$ cat config.mk
export PLATFORM = sky130hd
export DESIGN_NAME = jtframe_dwnld_prog
export DESIGN_NICKNAME = d
export VERILOG_FILES = /design/src/rtl/jtframe_dwnld_pkg.sv /design/src/rtl/jtframe_dwnld_fifo.sv /design/src/rtl/jtframe_dwnld_prog.sv
export SDC_FILE = /design/constraint.sdc
export NUM_CORES = 1
export LEC_CHECK = 0
export ABC_AREA = 1
export CAP_MARGIN = 20
export CORE_AREA = 2 2 122 124
export CTS_BUF_LIST = sky130_fd_sc_hd__clkbuf_4
export CTS_CLUSTER_SIZE = 20
export DETAILED_ROUTE_END_ITERATION = 8
export DIE_AREA = 0 0 124 126
export PLACE_DENSITY = 0.76
export SYNTH_ARGS = -nofsm -noshare
export SYNTH_HDL_FRONTEND = slang
export SYNTH_HIERARCHICAL = 1
export SYNTH_SLANG_ARGS = --single-unit
$ cat constraint.sdc
create_clock -name clk -period 4.5 [get_ports clk]
set_input_delay 0.9 -clock clk [delete_from_list [all_inputs] [get_ports clk]]
set_output_delay 0.9 -clock clk [all_outputs]
set_load 0.1 [all_outputs]
$ cat src/rtl/jtframe_dwnld_pkg.sv
// Shared types for the ROM download-to-SDRAM programming path:
// the queued byte entry, the write FSM states and the byte-lane masks.
package jtframe_dwnld_pkg;

    typedef struct packed {
        logic        isProm;
        logic [24:0] addr;
        logic [7:0]  data;
    } dwnld_entry_t;

    typedef enum logic [1:0] {
        IDLE,
        REQ,
        WAIT
    } dwnld_state_t;

    // Active-low byte enables: bit0 = low lane, bit1 = high lane
    localparam logic [1:0] MASK_LO   = 2'b10;
    localparam logic [1:0] MASK_HI   = 2'b01;
    localparam logic [1:0] MASK_NONE = 2'b11;

endpackage

$ cat src/rtl/jtframe_dwnld_fifo.sv
// Small synchronous FIFO that soaks up SDRAM stalls during a download.
// A push arriving together with a pop is always taken, even when full.
module jtframe_dwnld_fifo
    import jtframe_dwnld_pkg::*;
#(
    parameter int DEPTH = 4
) (
    input  logic         clk,
    input  logic         rst,
    input  logic         push,
    input  logic         pop,
    input  dwnld_entry_t din,
    output dwnld_entry_t head,
    output logic         full,
    output logic         empty
);

    localparam int AW = $clog2(DEPTH);

    logic [AW:0]  wrPtr_q;
    logic [AW:0]  rdPtr_q;
    dwnld_entry_t mem_q [DEPTH];
    logic         pushOk;
    logic         popOk;

    assign empty  = (wrPtr_q == rdPtr_q);
    assign full   = (wrPtr_q[AW] != rdPtr_q[AW]) && (wrPtr_q[AW-1:0] == rdPtr_q[AW-1:0]);
    assign popOk  = pop & ~empty;
    assign pushOk = push & (~full | popOk);
    assign head   = mem_q[rdPtr_q[AW-1:0]];

    // Extra pointer MSB distinguishes full from empty when the indices match
    always_ff @(posedge clk or posedge rst) begin
        if (rst) begin
            wrPtr_q <= '0;
            rdPtr_q <= '0;
        end else begin
            if (pushOk) wrPtr_q <= wrPtr_q + (AW+1)'(1);
            if (popOk)  rdPtr_q <= rdPtr_q + (AW+1)'(1);
        end
    end

    always_ff @(posedge clk) begin
        if (pushOk) mem_q[wrPtr_q[AW-1:0]] <= din;
    end

endmodule

$ cat src/rtl/jtframe_dwnld_prog.sv
// Turns the I/O-controller byte download stream into masked SDRAM word writes,
// diverting the PROM region to a one-cycle BRAM strobe and holding busy until drained.
module jtframe_dwnld_prog
    import jtframe_dwnld_pkg::*;
#(
    parameter int          SDRAMW     = 22,
    parameter int          DEPTH      = 4,
    parameter logic [24:0] PROM_START = 25'h1FF_FFFF,
    parameter bit          SWAB       = 1'b0
) (
    input  logic              clk,
    input  logic              rst,
    input  logic              downloading,
    input  logic [24:0]       ioctl_addr,
    input  logic [7:0]        ioctl_dout,
    input  logic              ioctl_wr,
    output logic [SDRAMW-1:0] prog_addr,
    output logic [7:0]        prog_data,
    output logic [1:0]        prog_mask,
    output logic              prog_we,
    input  logic              prog_ack,
    input  logic              prog_rdy,
    output logic              prom_we,
    output logic              dwnld_busy,
    output logic              overflow
);

    dwnld_state_t      state_q, state_d;
    logic [SDRAMW-1:0] progAddr_q, progAddr_d;
    logic [7:0]        progData_q, progData_d;
    logic [1:0]        progMask_q, progMask_d;
    logic              progWe_q, progWe_d;
    logic              promWe_q, promWe_d;
    logic              overflow_q;
    logic              downloading_q;

    dwnld_entry_t pushEntry;
    dwnld_entry_t head;
    logic         pushReq;
    logic         fifoPop;
    logic         fifoFull;
    logic         fifoEmpty;
    logic         inProm;
    logic         laneHi;
    logic         unusedHeadBits;

    assign pushReq          = ioctl_wr & downloading;
    assign inProm           = (ioctl_addr >= PROM_START);
    assign pushEntry.isProm = inProm;
    assign pushEntry.addr   = inProm ? (ioctl_addr - PROM_START) : ioctl_addr;
    assign pushEntry.data   = ioctl_dout;
    assign laneHi           = head.addr[0] ^ SWAB;
    assign unusedHeadBits   = ^head.addr;

    jtframe_dwnld_fifo #(
        .DEPTH (DEPTH)
    ) u_fifo (
        .clk   (clk),
        .rst   (rst),
        .push  (pushReq),
        .pop   (fifoPop),
        .din   (pushEntry),
        .head  (head),
        .full  (fifoFull),
        .empty (fifoEmpty)
    );

    // Write FSM: PROM bytes leave in one cycle, SDRAM bytes wait for ack then rdy before popping
    always_comb begin
        state_d    = state_q;
        progAddr_d = progAddr_q;
        progData_d = progData_q;
        progMask_d = progMask_q;
        progWe_d   = progWe_q;
        promWe_d   = 1'b0;
        fifoPop    = 1'b0;
        case (state_q)
            IDLE: begin
                if (!fifoEmpty) begin
                    progData_d = head.data;
                    if (head.isProm) begin
                        progAddr_d = head.addr[SDRAMW-1:0];
                        promWe_d   = 1'b1;
                        fifoPop    = 1'b1;
                    end else begin
                        progAddr_d = head.addr[SDRAMW:1];
                        progMask_d = laneHi ? MASK_HI : MASK_LO;
                        progWe_d   = 1'b1;
                        state_d    = REQ;
                    end
                end
            end
            REQ: begin
                if (prog_ack) begin
                    progWe_d = 1'b0;
                    if (prog_rdy) begin
                        fifoPop    = 1'b1;
                        progMask_d = MASK_NONE;
                        state_d    = IDLE;
                    end else begin
                        state_d = WAIT;
                    end
                end
            end
            WAIT: begin
                if (prog_rdy) begin
                    fifoPop    = 1'b1;
                    progMask_d = MASK_NONE;
                    state_d    = IDLE;
                end
            end
            default: begin
                progWe_d = 1'b0;
                state_d  = IDLE;
            end
        endcase
    end

    always_ff @(posedge clk or posedge rst) begin
        if (rst) begin
            state_q    <= IDLE;
            progAddr_q <= '0;
            progData_q <= '0;
            progMask_q <= MASK_NONE;
            progWe_q   <= 1'b0;
            promWe_q   <= 1'b0;
        end else begin
            state_q    <= state_d;
            progAddr_q <= progAddr_d;
            progData_q <= progData_d;
            progMask_q <= progMask_d;
            progWe_q   <= progWe_d;
            promWe_q   <= promWe_d;
        end
    end

    // A drop wins over the clear so a byte lost on the first cycle of a new download is still flagged
    always_ff @(posedge clk or posedge rst) begin
        if (rst) begin
            overflow_q    <= 1'b0;
            downloading_q <= 1'b0;
        end else begin
            downloading_q <= downloading;
            if (pushReq && fifoFull && !fifoPop) begin
                overflow_q <= 1'b1;
            end else if (downloading && !downloading_q) begin
                overflow_q <= 1'b0;
            end
        end
    end

    assign prog_addr  = progAddr_q;
    assign prog_data  = progData_q;
    assign prog_mask  = progMask_q;
    assign prog_we    = progWe_q;
    assign prom_we    = promWe_q;
    assign overflow   = overflow_q;
    assign dwnld_busy = downloading | ~fifoEmpty | (state_q != IDLE);

endmodule

==> results.toml <==
[critical_path]
crit_chain = "inv_4 > nand2_1 > nand2_2 > nand3_2 > inv_1 > nand3_1 > buf_4"
cp_data_arrival_time_ns = 2.28
setup.worst_path.class = "register to output port"
worst-path-max-fanout = 33
crit_path_end_kind = "output port"
cp_slowest_cell = "dfrtp_1"
cp-start-kind = "register"
critPathRequiredTime_ns = 3.60
critPathMaxStageDelay_ns = 0.55

[sta]
max_clock_freq_mhz = 314.0
hold_viol = 0
rsz0062_at_grt = "false"
final-setup-viol-count = 0
tns_ns = 0
worst_pin_slew_ns = 0.9945
period_needed_ns = 3.185
post-route-period-util_pct = 70.77
fin_worst_skew_ns = 0.02001
slew-limit-headroom_pct = 33.49
report.final.slew_viol_count = 0

[layout]
area_growth_syn_to_layout_pct = 16.19
fin_cells = 952
utilization_pct = 60.22
stdcell_area_um2 = 8620
drive_gt1_share_pct = 8.605
nNetsFinal = 804

[synthesis]
syn_area_per_cell_um2 = 10.85
syn_area_um2 = 7418
syn-num-nets = 734
synth_warnings = 6
synth_cells = 684

[route]
wl_um = 15810
vias = 5143
drt-pass1-iter-count = 5
drtAntennaViolNets = 0
drt-initial-drc-count = 594
viasPerCell = 5.402
wl_per_cell_um = 16.60
drc = 0

[clock_tree]
cts_setup_buffers = 0
cts.sinks = 172
cts_root_buf = "clkbuf_4"
htreeDepth = 4
cts_made_buffers = 17
cts_max_path_buffers = 2
clkLatencyLatePin_ns = 0.56
path_clk_slew_ns = 0.15
hold_buffers = 0
cts_resized = 0
tritoncts = "built"

[placement]
io_buffers = 74
hpwl_um = 10580
dpl_cell_area_um2 = 8315
place.gp.congestion = 0.8897
dpl.cell_count = 918

[floorplan]
core_area_um2 = 14310
die_x_um = 124
ioPinCount = 75
die_area_um2 = 15620
rows = 44
die_y_um = 126
initial_core_util_pct = 51.83

[min_path]
holdCritPathClass = "register to register"

[global_route]
grt_pass1_wl_um = 25280
grt_antenna_before_repair = 1
overflow = 0
gr-usage-all-layers_pct = 21.12
grt_pass1_vias = 5008
grt_max_degree = 69
grt_use_met2_pct = 33.00
grt_util_met1_pct = 29.80
busiest_layer = "met2"
grt.met3_usage_pct = 4.710

[outcome]
outcome = "completed"

[flow_run]
drv_cap = 0
[placed cells by master, fill, tap and decap left out, types with 4 or more instances in the layout]
cell type and n:
edfxtp_1 128, nand2_1 121, nor2_1 108, clkdlybuf4s50_1 73, o21ai_0 66, a21oi_1 46, inv_1 41, dfrtp_1 41
o22ai_1 32, clkbuf_4 18, nand3_1 12, ha_1 11, buf_4 11, a21boi_0 9, o21ai_1 5, nor2_2 5
inv_6 5, nand2_2 4, inv_8 4
[layout make-up]
type	instances	area, um^2
clock inverter	14	146.4
sequential	172	4949
clock buffer	18	135.1
tap	184	230.2
antenna	1	2.502
multi-input combinational	434	2130
timing repair buffer	86	860.8
fill	1141	5694
inverter	43	166.4
[sequential cells by signal, indices dropped and copies added (netlist names)]
signal	count
u_fifo/mem_q	128
prog_addr	22
prog_data	8
u_fifo/rdPtr_q	3
u_fifo/wrPtr_q	3
prog_mask	2
state_q	2
downloading_q	1
overflow	1
prog_we	1
prom_we	1
[critical path, delay by kind of cell, from the launching register on]
kind	cells	cell delay (ns)
simple gates	4	0.47
buf+inv	3	0.70
flops	1	0.55
[path summary, 6_finish.rpt]
path	startpoint	end	slack [ns]	cells past startpoint
worst max-delay path	u_fifo/rdPtr_q[1]	dwnld_busy	1.32	7
worst min-delay path	prog_data[0]	prog_data[0]	0.50	2
worst max register to register	u_fifo/rdPtr_q[1]	u_fifo/mem_q[0][15]	1.45	12
worst min register to register	prog_data[0]	prog_data[0]	0.50	2
max in group asynchronous	rst	prog_data[3]	3.25	4
min in group asynchronous	rst	u_fifo/wrPtr_q[2]	0.58	2
[stage by stage]
| stage | worst slack [ns] | hold WS, ns |
|---|---|---|
| 2_1_floorplan | 0.7826 | 0.4524 |
| 3_3_place_gp | 1.294 | 0.4669 |
| 3_5_place_dp | 1.140 | 0.4687 |
| 4_1_cts | 0.9466 | 0.5061 |
| 5_1_grt | 1.138 | 0.5319 |
| 6_report | 1.315 | 0.5022 |
[per-layer routing]
layer / share of wire, % / up-vias
li1: - / 2490
met1: 46 / 2479
met2: 48 / 160
met3: 5.5 / 14
met4: 0.97 / 0
met5: 0 / -
Power is not shown: default switching activity piles up to over one toggle a cycle in this logic, so the estimate is an artifact.
